### src/rtl/shift_right_seq_if.sv
// rtl/shift_right_seq_if.sv - request/result bundle for the iterative right shifter
//
// Purpose: groups the start/operand request and the busy/done/y result of
// shift_right_seq so the ALU execute stage and the shifter share one bundle.
// Signals:
//   start  : request pulse (master -> slave)
//   A      : WIDTH-bit operand (master -> slave)
//   bshift : SW-bit shift amount (master -> slave)
//   arith  : 1 = sign-fill, 0 = zero-fill (master -> slave)
//   busy   : shift in progress (slave -> master)
//   done   : one-cycle result-valid pulse (slave -> master)
//   y      : WIDTH-bit result register (slave -> master)
interface shift_right_seq_if #(
  parameter int WIDTH = 5,
  parameter int SW    = 2
);
  logic             start;
  logic [WIDTH-1:0] A;
  logic [SW-1:0]    bshift;
  logic             arith;
  logic             busy;
  logic             done;
  logic [WIDTH-1:0] y;

  modport master (
    output start, A, bshift, arith,
    input  busy, done, y
  );

  modport slave (
    input  start, A, bshift, arith,
    output busy, done, y
  );
endinterface

### src/rtl/shift_right_seq.sv
// rtl/shift_right_seq.sv - one-bit-per-clock right shifter with start/done handshake
//
// Purpose: shifts a WIDTH-bit operand right by bshift (0..2^SW-1) positions,
// one position per clock. Logical (zero-fill) always; arithmetic (sign-fill)
// when the build macro SHIFT_RIGHT_SEQ_ARITH_EN is defined. Without the macro
// the arith input is ignored and no sign-capture register exists.
// Ports:
//   clk   : rising-edge clock
//   reset : synchronous, active-high reset
//   bus   : shift_right_seq_if.slave (start, A, bshift, arith in;
//           busy, done, y out)
// Latency is bshift + 1 cycles from the start cycle; a new start may be
// accepted in the DONE cycle, so back-to-back operations leave no gap.
module shift_right_seq #(
  parameter int WIDTH = 5,
  parameter int SW    = 2
) (
  input  logic             clk,
  input  logic             reset,
  shift_right_seq_if.slave bus
);

  typedef enum logic [1:0] {
    IDLE  = 2'd0,
    SHIFT = 2'd1,
    DONE  = 2'd2
  } state_t;

  state_t           state_q;
  logic [WIDTH-1:0] work_q;
  logic [WIDTH-1:0] work_d;
  logic [WIDTH-1:0] y_q;
  logic [SW-1:0]    cnt_q;
  logic             busy_q;
  logic             done_q;
  logic             fill;

`ifdef SHIFT_RIGHT_SEQ_ARITH_EN
  logic fill_q;
  assign fill = fill_q;
`else
  // Logical-only build: arith is kept on the bundle but never consumed.
  logic unused_arith;
  assign unused_arith = bus.arith;
  assign fill         = 1'b0;
`endif

  // Next working value: one position right, vacated MSB takes the fill bit.
  assign work_d = {fill, work_q[WIDTH-1:1]};

  always_ff @(posedge clk) begin
    if (reset) begin
      state_q <= IDLE;
      work_q  <= '0;
      y_q     <= '0;
      cnt_q   <= '0;
      busy_q  <= 1'b0;
      done_q  <= 1'b0;
`ifdef SHIFT_RIGHT_SEQ_ARITH_EN
      fill_q  <= 1'b0;
`endif
    end else begin
      case (state_q)
        // IDLE and DONE are both "ready"; accepting in DONE gives back-to-back.
        IDLE, DONE: begin
          done_q <= 1'b0;
          if (bus.start) begin
            if (bus.bshift == '0) begin
              // Zero shift bypasses SHIFT entirely and never raises busy.
              y_q     <= bus.A;
              done_q  <= 1'b1;
              state_q <= DONE;
            end else begin
              work_q  <= bus.A;
              cnt_q   <= bus.bshift;
              busy_q  <= 1'b1;
              state_q <= SHIFT;
`ifdef SHIFT_RIGHT_SEQ_ARITH_EN
              fill_q  <= bus.arith ? bus.A[WIDTH-1] : 1'b0;
`endif
            end
          end else begin
            state_q <= IDLE;
          end
        end

        // start is deliberately not looked at here: requests during a shift drop.
        SHIFT: begin
          work_q <= work_d;
          cnt_q  <= cnt_q - SW'(1);
          if (cnt_q == SW'(1)) begin
            y_q     <= work_d;
            busy_q  <= 1'b0;
            done_q  <= 1'b1;
            state_q <= DONE;
          end
        end

        default: begin
          busy_q  <= 1'b0;
          done_q  <= 1'b0;
          state_q <= IDLE;
        end
      endcase
    end
  end

  assign bus.busy = busy_q;
  assign bus.done = done_q;
  assign bus.y    = y_q;

endmodule

### src/flat_wrapper.sv
// flat-port wrapper written by rule: the top's interface ports become plain ports
module shift_right_seq_flat 
#(
  parameter int WIDTH = 5,
  parameter int SW    = 2
)
  (clk, reset, bus_start, bus_A, bus_bshift, bus_arith, bus_busy, bus_done, bus_y);
  shift_right_seq_if #(.WIDTH(WIDTH), .SW(SW)) bus_i ();
  input  logic clk;
  input  logic reset;
  input wire logic [$bits(bus_i.start)-1:0] bus_start;
  input wire logic [$bits(bus_i.A)-1:0] bus_A;
  input wire logic [$bits(bus_i.bshift)-1:0] bus_bshift;
  input wire logic [$bits(bus_i.arith)-1:0] bus_arith;
  output wire logic [$bits(bus_i.busy)-1:0] bus_busy;
  output wire logic [$bits(bus_i.done)-1:0] bus_done;
  output wire logic [$bits(bus_i.y)-1:0] bus_y;
  assign bus_i.start = bus_start;
  assign bus_i.A = bus_A;
  assign bus_i.bshift = bus_bshift;
  assign bus_i.arith = bus_arith;
  assign bus_busy = bus_i.busy;
  assign bus_done = bus_i.done;
  assign bus_y = bus_i.y;
  shift_right_seq #(.WIDTH(WIDTH), .SW(SW)) u_core (.clk(clk), .reset(reset), .bus(bus_i));
endmodule
### config.mk
export PLATFORM = sky130hd
export DESIGN_NAME = shift_right_seq_flat
export DESIGN_NICKNAME = d
export VERILOG_FILES = /design/src/rtl/shift_right_seq_if.sv /design/src/rtl/shift_right_seq.sv /design/src/flat_wrapper.sv
export SDC_FILE = /design/constraint.sdc
export NUM_CORES = 1
export LEC_CHECK = 0
export BUFFER_PORTS_ARGS = -buffer_cell sky130_fd_sc_hd__buf_4
export CORE_MARGIN = 5
export CORE_UTILIZATION = 54
export DETAILED_ROUTE_END_ITERATION = 16
export PLACE_DENSITY = 0.84
export SLEW_MARGIN = 20
export SYNTH_ARGS = -nofsm -noshare
export SYNTH_HDL_FRONTEND = slang
export SYNTH_SLANG_ARGS = --single-unit
### constraint.sdc
create_clock -name clk -period 3.1 [get_ports clk]
set_input_delay 0.155 -clock clk [delete_from_list [all_inputs] [get_ports clk]]
set_output_delay 0.155 -clock clk [all_outputs]
set_load 0.005 [all_outputs]
# [Word level (Yosys, flattened, before mapping)]
# Cells that the tools add are included.
[word_totals] ff_bits=16 input_bits=11 wordCells=43
[op_classes] n_addsub=1 n_eq_ne=7 n_mux=22 reduce_logical=7
[op_table] operator="$mux W5" n=5
[op_table] operator="$pmux W5 S2" n=2
[op_table] operator="$mux W2" n=5
[op_table] operator="$pmux W2 S2" n=2
[op_table] operator="$mux W1" n=6
[op_table] operator="$reduce_and A3 Y1" n=2
[op_table] operator="$eq A2 B1 Y1 const B" n=2
[op_table] operator="$logic_not A2 Y1" n=2
[op_table] operator="$ne A2 B1 Y1 const B" n=2
[op_table] operator="$ne A2 B2 Y1 const B" n=2
[op_table] operator="$pmux W1 S2" n=2
[op_table] operator="$reduce_and A4 Y1" n=1
[op_table] operator="$eq A2 B2 Y1 const B" n=1
[op_table] operator="$reduce_bool A2 Y1" n=1
[op_table] operator="$reduce_or A2 Y1" n=1
[op_table] operator="$sub A2 B1 Y2 const B" n=1

# [Logic depth before layout (Yosys ltp)]
[depth] word_depth=4 depth_mapped=5

# [Worst setup path after synthesis]
# OpenSTA, ideal clock, no wires.
[synth_timing] path_kind="register to register" from="register u_core.state_q[1]" to="register u_core.y_q[3], in the netlist u_core.bus.y[3]" setup_ns=0.137 arrival_ns=1.048 required_ns=2.963 path_slack_ns=1.915 stages_incl_launch_ff=6 path_buffers=2 cell_sequence="dfxtp_1 nand2b_1 buf_6 buf_12 mux2i_1 a211oi_2"
[synth_via] elab_chain_cells=4 word_cells_on_any_way=10
[synth_lines] item="start, declared" line="shift_right_seq.sv:29" source="state_t state_q;"
[synth_lines] item="start signal, assigned" line="shift_right_seq.sv:53" source="state_q <= IDLE;"
[synth_lines] item="start signal, assigned" line="shift_right_seq.sv:72" source="state_q <= DONE;"
[synth_lines] item="start signal, assigned" line="shift_right_seq.sv:77" source="state_q <= SHIFT;"
[synth_lines] item="$eq A2 B2 Y1 or $logic_not A2 Y1 (tied branches)" line="shift_right_seq.sv:63" source="case (state_q)"
[synth_lines] item="$reduce_or A2 Y1" line="shift_right_seq.sv:63"
[synth_lines] item="$ne A2 B1 Y1 (no source line) (tied with other cells)"
[synth_lines] item="$reduce_and A4 Y1 (no source line)"
[synth_lines] item="end signal, assigned" line="shift_right_seq.sv:70" source="y_q <= bus.A;"
[synth_lines] item="end signal, assigned" line="shift_right_seq.sv:92" source="y_q <= work_d;"
[synth_lines] item="end, declared" line="shift_right_seq.sv:32" source="logic [WIDTH-1:0] y_q;"
# Parallel ways exist; a longest one is shown, timed or not.
# A chain may end at the register's enable or synchronous reset.

# [Worst setup path in the final report]
[layout_timing] from="register u_core.state_q[0]" to="register u_core.y_q[1], in the netlist u_core.bus.y[1]"
# The elaborated chain is that of the path after synthesis.

==> impl_metrics.toml <==
[outcome]
status = "completed"

[floorplan]
row_count = 13
die_y_um = 47.1
fp.dieW_um = 47.1
coreArea_mm2 = 0.00130
start_util_pct = 57.0
io_pins = 18
die_area_mm2 = 0.00222

[layout]
multi_input_area_um2 = 412
final_common_cell = "buf_4"
filler_cell_count = 122
drive_gt1_share_pct = 30.0
final_cell_mix = "buf_4, dfxtp_1, nand3_1"
antenna_cells = 0
seqCellArea_um2 = 280
final_nets = 104
finalCoreUtilization_pct = 65.9
areaGrowthSynthToFinish_pct = 15.5

[global_route]
grt_usage_pct = 16.0
grt_max_degree = 15
grt_pass1_vias = 586
antenna_found_initial = 0
grt_overflow = 0
grt_pass1_wl_mm = 2.50

[critical_path]
r2r-start = "u_core.state_q[0]"
rr_endpoint = "u_core.bus.y[1]"
crit_fanout = 13
r2r_cells = 3
required_ps = 3310
slowest_delay_ps = 570
critPathSlowestCell = "dfxtp_1"
r2r_slack_ps = 1600
crit_chain = "nand2b_1, mux2i_1, a211oi_2"
cp.arrival_ps = 1710
path_class = "reg2reg"
start_kind = "flip-flop"
cp-end-kind = "flip-flop"

[detailed_routing]
drt_iter0_drc = 15
drtPass1Iterations = 4
ant_nets = 0
wirelength_mm = 1.53
drcViolationCount = 0
viasPerCell = 6.05
vias = 635
wl_per_cell_um = 14.5

[timing]
rsz0062_at_grt = "false"
finalSetupViolCount = 0
fin_crit_sh_pct = 48.3
relSlewSlack_pct = 64.1
hold_violations = 0
skew_ps = 1.25
tightest_slew_ps = 538
tns_ps = 0
max_freq_ghz = 0.667
worst_hold_slack_ps = 139
post-route-min-period_ps = 1500
slew_viol_final = 0

[clock_network]
cts_resized = 0
clkSlewWorstSetupHoldPaths_ps = 80
h-tree-depth = 1
root_buffer = "clkbuf_4"
clockBufferDepth = 2
cts_hold_buf = 0
numCtsBuffers = 3
post_cts_buffers = 0
cts.sinks = 14
clock_latency_ps = 280
cts_tree = "built"

[synth]
syn_nets = 87
synthMuxAreaShare_pct = 6.75
syn_area_um2 = 742
yosysWarnings = 0
synth-compound-area-share_pct = 21.8
synth_top_area_share_pct = 37.8
synthAdderAreaFrac_pct = 1.69
ys_ff_latch = 14
yosys.area_share.simple_pct = 24.1
synth_xor_area_share_pct = 1.18
postSynthAreaPerCell_um2 = 9.89
syn_inst = 75
synth_top_family_by_area = "simple AND/OR/NAND/NOR gates"
ys_types = 27
ys_seq_area_share_pct = 37.8
yosys.area.top_type = "dfxtp_1"
synth.area.top_cells = "dfxtp_1, a211oi_2, mux2i_1"

[power_and_ir_drop]
ir_worst_vdd_v = 0.000247
p_leak_nw = 0.358
total_power_mw = 0.401
powerDensity_mw_per_mm2 = 468

[flow_run]
max_cap_violations = 0

[hold_path]
hp-class = "in2reg"
hold_depth = 3
worstHoldEndpoint = "u_core.work_q[4]"
hp-start = "bus_A[4]"

[placed_design]
io_buffers = 16
dp_hpwl_mm = 1.15
gp_congestion = 0.825
-- how the worst max path moves through the flow --
| stage | start | end | slack [ps] |
|---|---|---|---|
| floorplan | u_core.state_q[1] | u_core.bus.y[3] | 1920 |
| global placement | u_core.state_q[0] | u_core.bus.y[1] | 1650 |
| detailed placement | u_core.state_q[0] | u_core.bus.y[1] | 1640 |
| CTS | u_core.state_q[0] | u_core.bus.y[1] | 1620 |
| global route | u_core.state_q[0] | u_core.state_q[0] | 1490 |
| finish | u_core.state_q[0] | u_core.bus.y[1] | 1600 |
-- Yosys cell counts (all sizes together) --
library cell  number
dfxtp             14
a211oi             6
nand3              6
a21oi              5
mux2i              5
nand2              5
buf                4
nor2               4
nor3               4
o21ai              4
a311oi             3
a221oi             2
nand2b             2
or2                2
and2b              1
and3b              1
ha                 1
inv                1
nand3b             1
nor4b              1
o211ai             1
or4b               1
xor2               1
-- through the flow --
step	setup WS, ps	area (µm²)	cells
2_1_floorplan	1920	742	75
3_3_place_gp	1650	835	102
3_5_place_dp	1640	835	102
4_1_cts	1620	857	105
5_1_grt	1490	857	105
6_report	1600	857	105
-- kinds of logic after synthesis --
group,after synthesis
adder cells (fa/ha/maj),1
XOR/XNOR,1
buffers and inverters,5
AND/OR/NAND/NOR,28
multiplexers,5
flip-flops,14
AO/OA/AOI/OAI,21
-- routing by layer --
metal	track usage (%)	up-vias	share of wire, %
met3	4.21	5	6.7
met1	19.2	299	45
met4	6.63	0	1.9
met2	27.1	18	46
met5	0	-	0
li1	-	313	-
-- critical path, delay by kind of cell (launching register included) --
kind | cells | cell delay [ps]
multiplexers | 1 | 230
AND/OR/NAND/NOR | 1 | 400
flip-flops | 1 | 570
AO/OA/AOI/OAI | 1 | 230
-- power breakdown --
group	leakage [nW]	switching, mW	internal, mW
sequential	0.115	0.0142	0.196
combinational	0.229	0.0432	0.0440
clock	0.0138	0.0587	0.0451
-- final cells by class --
type                       count  area share [%]
multi-input combinational     56            48.0
sequential                    14            32.7
timing repair buffer          16            14.0
clock buffer                   3            2.63
tap                           15            2.19
inverter                       1           0.438
-- sequential cells by signal (all words and copies together), names as in the netlist --
name	cells
u_core.state_q	2
u_core.bus.y	5
u_core.bus.busy	1
u_core.work_q	4
u_core.cnt_q	2
No activity file was read; power rests on OpenSTA's default activity.
